==> src/rtl/noc_out_port_arbiter_if.sv <==
// Handshake and flit bus between the input channels and one NoC output-port arbiter.
// master drives the input flits and downstream ready; slave is the arbiter side.
interface noc_out_port_arbiter_if #(
  parameter int unsigned NUM_PORTS = 5,
  parameter int unsigned DATA_W    = 16,
  parameter int unsigned ROUTE_W   = 3
);
  logic [NUM_PORTS-1:0]         valid_i;
  logic [NUM_PORTS*DATA_W-1:0]  data_i;
  logic [NUM_PORTS*ROUTE_W-1:0] route_i;
  logic [NUM_PORTS-1:0]         tail_i;
  logic [NUM_PORTS-1:0]         ready_o;
  logic                         valid_o;
  logic [DATA_W-1:0]            data_o;
  logic                         tail_o;
  logic                         ready_i;
  logic                         locked_o;

  modport master (
    output valid_i, data_i, route_i, tail_i, ready_i,
    input  ready_o, valid_o, data_o, tail_o, locked_o
  );

  modport slave (
    input  valid_i, data_i, route_i, tail_i, ready_i,
    output ready_o, valid_o, data_o, tail_o, locked_o
  );
endinterface

==> src/rtl/noc_out_port_arbiter.sv <==
// NoC output-port stage: round-robin arbitration with wormhole locking feeding
// a single-entry registered output buffer with valid/ready on both sides.
module noc_out_port_arbiter #(
  parameter int unsigned NUM_PORTS = 5,
  parameter int unsigned DATA_W    = 16,
  parameter int unsigned ROUTE_W   = 3,
  parameter int unsigned PORT_ID   = 0
) (
  input logic                  clk_i,
  input logic                  rst_n_i,
  noc_out_port_arbiter_if.slave bus
);

  localparam int unsigned PTR_W = $clog2(NUM_PORTS);

  localparam logic [0:0] ST_IDLE   = 1'b0;
  localparam logic [0:0] ST_LOCKED = 1'b1;

  logic [0:0]        state_q, state_d;
  logic [PTR_W-1:0]  rr_ptr_q, rr_ptr_d;
  logic [PTR_W-1:0]  owner_q, owner_d;
  logic              valid_q, valid_d;
  logic [DATA_W-1:0] data_q, data_d;
  logic              tail_q, tail_d;
  logic              locked_q, locked_d;

  logic [NUM_PORTS-1:0] req;
  logic [NUM_PORTS-1:0] ready_c;
  logic                 gnt_found;
  logic [PTR_W-1:0]     gnt_idx;
  logic [PTR_W-1:0]     sel_idx;
  logic                 sel_req;
  logic                 xfer;
  logic                 load_ok;
  logic [DATA_W-1:0]    sel_data;
  logic                 sel_tail;
  int unsigned          cand;

  // Per-input request: valid flit whose route targets this port
  always_comb begin
    req = '0;
    for (int unsigned k = 0; k < NUM_PORTS; k++) begin
      req[k] = bus.valid_i[k] && (bus.route_i[k*ROUTE_W +: ROUTE_W] == ROUTE_W'(PORT_ID));
    end
  end

  // Round-robin search starting at rr_ptr_q
  always_comb begin
    gnt_found = 1'b0;
    gnt_idx   = '0;
    cand      = 0;
    for (int unsigned i = 0; i < NUM_PORTS; i++) begin
      cand = 32'(rr_ptr_q) + i;
      if (cand >= NUM_PORTS) cand = cand - NUM_PORTS;
      if (!gnt_found && req[PTR_W'(cand)]) begin
        gnt_found = 1'b1;
        gnt_idx   = PTR_W'(cand);
      end
    end
  end

  // Selection, input handshake and next-state logic
  always_comb begin
    state_d  = state_q;
    rr_ptr_d = rr_ptr_q;
    owner_d  = owner_q;
    valid_d  = valid_q;
    data_d   = data_q;
    tail_d   = tail_q;
    sel_data = '0;
    ready_c  = '0;

    load_ok  = !valid_q || bus.ready_i;
    sel_idx  = (state_q == ST_LOCKED) ? owner_q : gnt_idx;
    sel_req  = (state_q == ST_LOCKED) ? req[owner_q] : gnt_found;
    xfer     = sel_req && load_ok;
    sel_tail = bus.tail_i[sel_idx];

    for (int unsigned k = 0; k < NUM_PORTS; k++) begin
      if (PTR_W'(k) == sel_idx) begin
        sel_data   = bus.data_i[k*DATA_W +: DATA_W];
        ready_c[k] = xfer;
      end
    end

    if (xfer) begin
      valid_d = 1'b1;
      data_d  = sel_data;
      tail_d  = sel_tail;
      if (sel_tail) begin
        state_d  = ST_IDLE;
        rr_ptr_d = (sel_idx == PTR_W'(NUM_PORTS - 1)) ? '0 : sel_idx + PTR_W'(1);
      end else begin
        state_d = ST_LOCKED;
        owner_d = sel_idx;
      end
    end else if (bus.ready_i) begin
      valid_d = 1'b0;
    end

    // Tracks the state register exactly so it rises with the first flit of a packet
    locked_d = (state_d == ST_LOCKED);
  end

  always_ff @(posedge clk_i or negedge rst_n_i) begin
    if (!rst_n_i) begin
      state_q  <= ST_IDLE;
      rr_ptr_q <= '0;
      owner_q  <= '0;
      valid_q  <= 1'b0;
      data_q   <= '0;
      tail_q   <= 1'b0;
      locked_q <= 1'b0;
    end else begin
      state_q  <= state_d;
      rr_ptr_q <= rr_ptr_d;
      owner_q  <= owner_d;
      valid_q  <= valid_d;
      data_q   <= data_d;
      tail_q   <= tail_d;
      locked_q <= locked_d;
    end
  end

  assign bus.ready_o  = ready_c;
  assign bus.valid_o  = valid_q;
  assign bus.data_o   = data_q;
  assign bus.tail_o   = tail_q;
  assign bus.locked_o = locked_q;

endmodule

==> src/flat_wrapper.sv <==
// flat-port wrapper written by rule: the top's interface ports become plain ports
module noc_out_port_arbiter_flat 
#(
  parameter int unsigned NUM_PORTS = 5,
  parameter int unsigned DATA_W    = 16,
  parameter int unsigned ROUTE_W   = 3,
  parameter int unsigned PORT_ID   = 0
)
  (clk_i, rst_n_i, bus_valid_i, bus_data_i, bus_route_i, bus_tail_i, bus_ready_i, bus_ready_o, bus_valid_o, bus_data_o, bus_tail_o, bus_locked_o);
  noc_out_port_arbiter_if #(.NUM_PORTS(NUM_PORTS), .DATA_W(DATA_W), .ROUTE_W(ROUTE_W)) bus_i ();
  input logic clk_i;
  input logic rst_n_i;
  input wire logic [$bits(bus_i.valid_i)-1:0] bus_valid_i;
  input wire logic [$bits(bus_i.data_i)-1:0] bus_data_i;
  input wire logic [$bits(bus_i.route_i)-1:0] bus_route_i;
  input wire logic [$bits(bus_i.tail_i)-1:0] bus_tail_i;
  input wire logic [$bits(bus_i.ready_i)-1:0] bus_ready_i;
  output wire logic [$bits(bus_i.ready_o)-1:0] bus_ready_o;
  output wire logic [$bits(bus_i.valid_o)-1:0] bus_valid_o;
  output wire logic [$bits(bus_i.data_o)-1:0] bus_data_o;
  output wire logic [$bits(bus_i.tail_o)-1:0] bus_tail_o;
  output wire logic [$bits(bus_i.locked_o)-1:0] bus_locked_o;
  assign bus_i.valid_i = bus_valid_i;
  assign bus_i.data_i = bus_data_i;
  assign bus_i.route_i = bus_route_i;
  assign bus_i.tail_i = bus_tail_i;
  assign bus_i.ready_i = bus_ready_i;
  assign bus_ready_o = bus_i.ready_o;
  assign bus_valid_o = bus_i.valid_o;
  assign bus_data_o = bus_i.data_o;
  assign bus_tail_o = bus_i.tail_o;
  assign bus_locked_o = bus_i.locked_o;
  noc_out_port_arbiter #(.NUM_PORTS(NUM_PORTS), .DATA_W(DATA_W), .ROUTE_W(ROUTE_W), .PORT_ID(PORT_ID)) u_core (.clk_i(clk_i), .rst_n_i(rst_n_i), .bus(bus_i));
endmodule
==> config.mk <==
export PLATFORM = sky130hd
export DESIGN_NAME = noc_out_port_arbiter_flat
export DESIGN_NICKNAME = d
export VERILOG_FILES = /design/src/rtl/noc_out_port_arbiter_if.sv /design/src/rtl/noc_out_port_arbiter.sv /design/src/flat_wrapper.sv
export SDC_FILE = /design/constraint.sdc
export NUM_CORES = 1
export LEC_CHECK = 0
export ABC_AREA = 1
export CORE_ASPECT_RATIO = 0.9
export CORE_MARGIN = 5
export CORE_UTILIZATION = 46
export DETAILED_ROUTE_END_ITERATION = 8
export PLACE_DENSITY_LB_ADDON = 0.25
export SLEW_MARGIN = 40
export SYNTH_ARGS = -nofsm -noshare
export SYNTH_HDL_FRONTEND = slang
export SYNTH_SLANG_ARGS = --single-unit
==> constraint.sdc <==
create_clock -name clk_i -period 5.7 [get_ports clk_i]
set_input_delay 1.425 -clock clk_i [delete_from_list [all_inputs] [get_ports clk_i]]
set_output_delay 1.425 -clock clk_i [all_outputs]
set_load 0.005 [all_outputs]
==> results of run 1 <==
-- repair_timing --
item	in CTS	in global routing
setup endpoints to repair	5	5
setup buffers	1	0
endpoints found under the hold margin	0	0
gates cloned	0	0
gates resized for setup	7	17
pin swaps	2	6
-- layer usage --
metal | up-vias | routed length (microns)
met4 | 0 | 91
met1 | 1973 | 5220
li1 | 2204 | -
met3 | 10 | 1220
met5 | - | 0
met2 | 188 | 5360
-- cell type report --
class / count / area, sq um
inverter: 112 / 430
tap: 96 / 120
sequential: 25 / 626
multi-input combinational: 433 / 2400
fill: 660 / 2390
clock buffer: 3 / 41.3
timing repair buffer: 164 / 1570
clock inverter: 1 / 7.51
-- layout by cell type (no fill, tap or decap), drive strengths merged, types with 2 or more instances in the layout --
cell type        n
nand3           56
clkdlybuf4s50  126
o211ai           4
xor2             2
dlymetal6s2s     4
nand2          191
clkbuf           3
nand4           63
inv            111
nor3             3
o21ai           30
nand3b           2
a21oi           18
dfrtp           25
buf             33
nor2            42
o22ai            2
a31oi            3
ha              13
-- critical path: cells and delay by family --
kind	cells	cell delay (ns)
buffers and inverters	6	1.16
and+or+nand+nor	11	1.09
adders and majority gates	1	0.23
AOI/OAI and AO/OA	1	0.18
-- stage by stage --
step           hold slack (ns)  instance area [sq um]  setup slack [ns]  utilization (%)
3_3_place_gp             0.465                   5080           -0.0444             67.0
4_1_cts                  0.496                   5150           -0.0682             67.9
5_1_grt                  0.521                   5200            0.0525             68.5
6_report                 0.490                   5200             0.183             68.5
2_1_floorplan            0.472                   3610             0.363                -
3_5_place_dp             0.464                   5080            -0.132             67.0
-- cell families after synthesis --
| group | count (synthesis) |
|---|---|
| simple gates | 358 |
| fa+ha+maj | 14 |
| flops | 25 |
| compound gates | 58 |
| xor+xnor | 3 |
| buf+inv | 141 |
-- registers in the layout (all words and copies together) (netlist names) --
register,count
u_core.bus.data_o,16
u_core.owner_q,3
u_core.rr_ptr_q,3
u_core.state_q,1
u_core.bus.valid_o,1
u_core.bus.tail_o,1
-- path summary, 6_finish.rpt --
check,start,endpoint,depth (start not counted)
worst min register to register,u_core.bus.data_o[11],u_core.bus.data_o[11],2
worst max-delay path,bus_valid_i[0],bus_ready_o[2],19
min in group asynchronous,rst_n_i,u_core.bus.data_o[1],2
max in group asynchronous,rst_n_i,u_core.owner_q[1],2
worst min-delay path,u_core.bus.data_o[11],u_core.bus.data_o[11],2
worst max register to register,u_core.rr_ptr_q[1],u_core.bus.data_o[0],23
==> impl_metrics.json, run 1 <==
{
  "synth-edff-count": 0,
  "synth_top_family_by_area": "simple AND/OR/NAND/NOR gates",
  "place_inst": 829,
  "portBuffers": 131,
  "worst_pin_slew_ns": 0.479,
  "synth_top_area_share_pct": 18.2,
  "period_share_pct": 96.8,
  "rsz0062_at_grt": "no",
  "antenna_found_initial": 0,
  "gp_congestion": 0.917,
  "grt_max_degree": 50,
  "met1_usage_pct": 33.7,
  "critPathSlowestCell": "clkdlybuf4s50_1",
  "worst_path_most_repeated_cell": "nand2_1",
  "synth_compound_area_share_pct": 9.98,
  "end_kind": "primary output",
  "yosys_warnings": 0,
  "yosysUniqueCellTypes": 42,
  "via_per_inst": 5.25,
  "clock-root-buffer": "clkbuf_8",
  "htreeDepth": 1,
  "grt_overflow_total": 0,
  "path_cells": "clkdlybuf4s50_1 -> nand4_1 -> inv_1 -> nand2_1 -> nand3_1 -> nand3_1 -> nand2_2 -> nand3_4 -> inv_2 -> nand2_1 -> nand2_1 -> nand2_2 -> o21ai_4 -> buf_4 -> buf_4 -> ha_2 -> nand2_8 -> nor2_1 -> dlygate4sd2_1",
  "top_usage_layer": "met2",
  "hold_viol_final": 0,
  "clk_path_buf_depth": 2,
  "fin_nets": 861,
  "drive_gt1_share_pct": 14.6,
  "worst-endpoint-required_ns": 4.28,
  "synth_seq_area_share_pct": 17.3,
  "first_iter_violations": 174,
  "drcViolationCount": 0,
  "num_rows": 30,
  "fin_crit_ns": 5.52,
  "avgSynthCellArea_sq_um": 6.03,
  "finClkSkew_ns": 0.00524,
  "die_area_sq_um": 9720,
  "yosys-top-cells-count": "175 x nand2_1, 103 x inv_1, 62 x nand4_1",
  "clk_pin_slew_ns": 0.10,
  "grt_pass1_wl_mm": 19.3,
  "ys_async_sr_fraction_pct": 100,
  "clock.fmax_mhz": 181,
  "syn_to_final_growth_pct": 44.0,
  "min_path_type": "reg2reg",
  "synth_area_leaders": "nand2_1 18%, dfrtp_1 17%, nand4_1 11%",
  "use_met3_pct": 6.98,
  "cts_sinks": 25,
  "ys_ff_latch": 25,
  "setup_viol": 0,
  "crit_arrival_ns": 4.09,
  "synth_mux_area_share_pct": 0,
  "worst-setup-path-type": "in2out",
  "cpPeakStageDelay_ns": 0.45,
  "die_x_microns": 103,
  "worstSkewPairLatency_ns": 0.28,
  "grt_usage_pct": 24.5,
  "first_global_vias": 4164,
  "start_util_pct": 47.6,
  "maxCapViolations": 0,
  "finalWirelength_mm": 11.9,
  "synthesis.area_sq_um": 3610,
  "fp.dieH_microns": 94.0,
  "slew_headroom_pct": 68.0,
  "cp_max_fo": 4,
  "maxSlewViolCount": 0,
  "synth_xor_area_share_pct": 0.936,
  "yosys.area_share.adder_pct": 5.06,
  "wl_per_cell_microns": 14.3,
  "synth_largest_area_cell": "nand2_1",
  "dr_total_vias": 4375,
  "instances_no_fill": 834,
  "yosysMostFrequentCell": "nand2_1",
  "antennaDiodeCount": 0,
  "cts_hold_buffers": 0,
  "ys.flop_type": "dfrtp_1",
  "cts_tree": "yes",
  "ant_nets": 0,
  "first_pass_iters": 5,
  "gr-usage-met2_pct": 39.2,
  "place_hpwl_mm": 9.65,
  "status": "complete, no violations",
  "fp.coreArea_sq_um": 7580,
  "fin_setup_tns_ns": 0,
  "pin_count": 132,
  "netlist_instances": 599,
  "syn-num-nets": 721,
  "cts_buffers": 3,
  "synth-simple-area-share_pct": 49.2,
  "start_kind": "input port",
  "reg2reg_slack_ns": 1.56
}
Power of run 1 is not shown: default switching activity piles up to over one toggle a cycle in this logic, so the estimate is an artifact.
==> run 2: changes to the inputs <==
--- a/config.mk
+++ b/config.mk
@@ -6,12 +6,11 @@
 export NUM_CORES = 1
 export LEC_CHECK = 0
 export ABC_AREA = 1
-export CORE_ASPECT_RATIO = 0.9
+export CORE_ASPECT_RATIO = 0.7
 export CORE_MARGIN = 5
 export CORE_UTILIZATION = 46
 export DETAILED_ROUTE_END_ITERATION = 8
 export PLACE_DENSITY_LB_ADDON = 0.25
-export SLEW_MARGIN = 40
 export SYNTH_ARGS = -nofsm -noshare
 export SYNTH_HDL_FRONTEND = slang
 export SYNTH_SLANG_ARGS = --single-unit
==> impl_metrics.json, run 2 (synthesized netlist as in run 1, its figures left out) <==
{
  "end_kind": "primary output",
  "grt_pass1_wl_mm": 20.0,
  "mostFrequentLayoutCells": "173 x nand2_1, 126 x clkdlybuf4s50_1, 101 x inv_1, 62 x nand4_1, 40 x nand3_1",
  "period_share_pct": 97.3,
  "fp.coreArea_sq_um": 7770,
  "first_pass_iters": 6,
  "first_global_vias": 3956,
  "die_area_sq_um": 9750,
  "drive_gt1_share_pct": 15.1,
  "crit_arrival_ns": 4.12,
  "rsz0062_at_grt": "no",
  "syn_to_final_growth_pct": 46.4,
  "clock-root-buffer": "clkbuf_16",
  "cts_hold_buffers": 0,
  "status": "complete, no violations",
  "via_per_inst": 5.25,
  "maxCapViolations": 0,
  "dr_total_vias": 4427,
  "start_kind": "input port",
  "startpoint": "bus_valid_i[0]",
  "setup_viol": 0,
  "antenna_found_initial": 0,
  "fp.dieH_microns": 84.1,
  "worst_pin_slew_ns": 1.12,
  "die_x_microns": 116,
  "gp_congestion": 0.975,
  "finalWirelength_mm": 12.7,
  "fin_crit_ns": 5.55,
  "hold_viol_final": 0,
  "pin_count": 132,
  "cts_sinks": 25,
  "htreeDepth": 1,
  "slew_headroom_pct": 25.2,
  "portBuffers": 131,
  "cp_max_fo": 4,
  "r2r_start": "u_core.rr_ptr_q[1]",
  "min_path_type": "reg2reg",
  "mostFrequentLayoutCell": "nand2_1",
  "antennaDiodeCount": 0,
  "num_rows": 27,
  "cts_buffers": 3,
  "clock.fmax_mhz": 180,
  "place_hpwl_mm": 10.2,
  "grt_overflow_total": 0,
  "cts_tree": "yes",
  "clk_pin_slew_ns": 0.06,
  "clk_path_buf_depth": 2,
  "first_iter_violations": 436,
  "hp-start": "u_core.bus.data_o[0]",
  "wl_per_cell_microns": 15.1,
  "pre_cts_ws_ns": -0.124,
  "fin_nets": 865,
  "finClkSkew_ns": 0.00197,
  "drcViolationCount": 0,
  "worstSkewPairLatency_ns": 0.25,
  "grt_usage_pct": 25.2,
  "worst-setup-path-type": "in2out",
  "grt_max_degree": 50,
  "largest_reg_flops": 16,
  "worst-endpoint-required_ns": 4.28,
  "start_util_pct": 46.5,
  "fin_ws_ns": 0.153,
  "ant_nets": 0,
  "maxSlewViolCount": 0
}
[run 2: layout make-up]
class                      instances  area [sq um]
clock buffer                       4          78.8
multi-input combinational        433          2420
fill                             709          2480
timing repair buffer             168          1600
tap                              101           126
sequential                        25           626
inverter                         112           430
[run 2: worst paths after layout]
path | endpoint | slack (ns) | depth (start not counted)
setup / recovery | bus_ready_o[3] | 0.15 | 16
hold / removal | u_core.bus.data_o[0] | 0.48 | 2
setup reg to reg | u_core.bus.data_o[12] | 1.42 | 24
hold reg to reg | u_core.bus.data_o[0] | 0.48 | 2
max in group asynchronous | u_core.bus.tail_o | 3.26 | 1
min in group asynchronous | u_core.bus.data_o[0] | 1.77 | 1
[run 2: routing by layer]
| layer | part of all wire, % | up-vias | wire length, microns | global-route usage, % |
|---|---|---|---|---|
| met5 | 0 | - | 0 | 0 |
| met2 | 41 | 216 | 5220 | 35.6 |
| met3 | 8.5 | 14 | 1080 | 2.39 |
| li1 | - | 2215 | - | - |
| met1 | 50 | 1982 | 6310 | 41.4 |
| met4 | 0.88 | 0 | 112 | 3.79 |
[run 2: stage by stage]
stage / std cells / utilization [%] / hold WS [ns] / setup TNS (ns) / area [sq um]
final: 843 / 68.0 / 0.477 / 0 / 5290
after global routing: 843 / 68.0 / 0.504 / 0 / 5290
after CTS: 839 / 67.1 / 0.483 / 0 / 5210
after detailed placement: 835 / 65.5 / 0.467 / -0.389 / 5090
after global placement: 835 / 65.5 / 0.461 / -0.315 / 5090
after floorplan: 599 / - / 0.472 / 0 / 3610
[run 2: what timing repair did]
action / 4_1_cts / 5_1_grt
endpoints found under the hold margin: 0 / 0
pin swaps: 3 / 7
resized for setup: 15 / 10
setup endpoints to repair: 5 / 5
buffers inserted: 0 / 4
[run 2: worst max-delay path: stages]
cell and delay [ns]:
clkdlybuf4s50_1 0.46, nand4_1 0.23, buf_4 0.22, o211ai_1 0.19, nand3_2 0.15, buf_6 0.15
nand4_1 0.07, nand2_1 0.08, o21ai_2 0.19, buf_4 0.13, inv_1 0.05, ha_1 0.19
ha_1 0.19, clkinv_1 0.07, nor2_2 0.05, dlygate4sd2_1 0.27
Power of run 2 is left out for the same reason.
==> run 3: changes to the inputs <==
--- a/config.mk
+++ b/config.mk
@@ -8,9 +8,11 @@
 export ABC_AREA = 1
 export CORE_ASPECT_RATIO = 0.7
 export CORE_MARGIN = 5
-export CORE_UTILIZATION = 46
+export CORE_UTILIZATION = 60
+export CTS_CLUSTER_DIAMETER = 60
 export DETAILED_ROUTE_END_ITERATION = 8
-export PLACE_DENSITY_LB_ADDON = 0.25
+export DONT_BUFFER_PORTS = 1
+export PLACE_DENSITY = 0.8
 export SYNTH_ARGS = -nofsm -noshare
 export SYNTH_HDL_FRONTEND = slang
 export SYNTH_SLANG_ARGS = --single-unit
==> impl_metrics.json, run 3 (synthesized netlist as in run 1, its figures left out) <==
{
  "place_hpwl_mm": 8.82,
  "wl_per_cell_microns": 16.4,
  "min_path_type": "reg2reg",
  "fin_setup_tns_ns": 0,
  "cts_buffers": 3,
  "fin_crit_ns": 5.27,
  "cp_max_fo": 7,
  "multiInputGateArea_sq_um": 2350,
  "antenna_found_initial": 0,
  "worst_pin_slew_ns": 0.500,
  "hold_viol_final": 0,
  "cts_resized": 0,
  "min_path_cells": 2,
  "grt_pass1_wl_mm": 17.1,
  "cts_hold_buffers": 0,
  "antennaDiodeCount": 0,
  "cts_setup_buffers": 0,
  "drcViolationCount": 0,
  "first_pass_iters": 5,
  "startpoint": "u_core.rr_ptr_q[1]",
  "grt_max_degree": 50,
  "instances_no_fill": 660,
  "gp_congestion": 0.995,
  "start_util_pct": 62.4,
  "maxCapViolations": 0,
  "grt_overflow_total": 0,
  "cts_tree": "yes",
  "die_x_microns": 103,
  "r2r_start": "u_core.rr_ptr_q[0]",
  "syn_to_final_growth_pct": 0.624,
  "finish.instance_area_sq_um": 3630,
  "seqCellArea_sq_um": 626,
  "placed_area_sq_um": 3580,
  "fin_nets": 708,
  "worst-endpoint-required_ns": 4.28,
  "status": "complete, no violations",
  "via_per_inst": 5.71,
  "fp.coreArea_sq_um": 5780,
  "die_area_sq_um": 7690,
  "place_inst": 656,
  "mostFrequentLayoutCell": "nand2_1",
  "fin_ws_ns": 0.429,
  "maxSlewViolCount": 0,
  "clock.fmax_mhz": 190,
  "drive_gt1_share_pct": 12.5,
  "dr_total_vias": 3766,
  "crit_arrival_ns": 3.85,
  "pre_cts_ws_ns": 0.666,
  "end_kind": "primary output",
  "mostFrequentLayoutCells": "175 x nand2_1, 103 x inv_1, 62 x nand4_1, 40 x nand3_1, 40 x nor2_1",
  "ant_nets": 0,
  "pin_count": 132,
  "largest_reg_flops": 16,
  "clk_path_buf_depth": 2,
  "start_kind": "flip-flop",
  "cts_sinks": 25,
  "hp-start": "u_core.bus.data_o[9]",
  "finClkSkew_ns": 0.0111,
  "first_iter_violations": 259,
  "clk_pin_slew_ns": 0.09,
  "first_global_vias": 3389,
  "worstSkewPairLatency_ns": 0.27,
  "fillCellCount": 553,
  "finalWirelength_mm": 10.8,
  "grt_usage_pct": 28.6,
  "clock-root-buffer": "clkbuf_8",
  "setup_viol": 0,
  "portBuffers": 0,
  "r2r_cells": 29,
  "fp.dieH_microns": 74.9,
  "period_share_pct": 92.5,
  "rsz0062_at_grt": "no",
  "worst-setup-path-type": "reg2out",
  "htreeDepth": 1,
  "slew_headroom_pct": 66.6,
  "num_rows": 23
}
==> run 3: critical path, cell delays in order (launching register included) <==
cell      delay (ns)
dfrtp_1         0.52
inv_1           0.21
ha_1            0.26
ha_1            0.38
o21ai_1         0.14
nand2_2         0.11
o21ai_2         0.28
nand2_1         0.09
o211ai_1        0.12
nand3_2         0.15
nor3_1          0.21
nand2_1         0.08
nand2_1         0.08
nor2_1          0.04
nor2_1          0.27
ha_1            0.22
ha_1            0.17
clkinv_1        0.08
nor2_1          0.18
==> run 3: metrics by stage <==
stage	utilization (%)	hold slack, ns
after global routing	62.8	0.535
after detailed placement	62.0	0.496
after floorplan	-	0.472
after CTS	62.8	0.520
after global placement	62.0	0.492
final	62.8	0.515
==> run 3: routing by layer <==
layer / part of all wire, % / wire length, microns / vias to the layer above / global-route usage (%)
li1: - / - / 1897 / -
met1: 47 / 5090 / 1664 / 45.6
met2: 40 / 4320 / 199 / 39.0
met3: 12 / 1330 / 6 / 7.22
met4: 0.59 / 64 / 0 / 3.93
met5: 0 / 0 / - / 0
==> run 3: final cells by class <==
class                      count  share of cell area (%)
clock buffer                   3                    1.14
clock inverter                 1                   0.207
inverter                     112                    11.8
multi-input combinational    433                    64.7
sequential                    25                    17.2
tap                           75                    2.58
timing repair buffer          11                    2.27
==> run 3: worst paths after layout <==
check | slack, ns | to
min in group asynchronous | 0.83 | u_core.bus.data_o[14]
max reg2reg | 1.44 | u_core.bus.data_o[10]
min reg2reg | 0.51 | u_core.bus.data_o[9]
max in group asynchronous | 4.78 | u_core.owner_q[1]
min | 0.51 | u_core.bus.data_o[9]
max | 0.43 | bus_ready_o[3]
Power of run 3 is left out for the same reason.
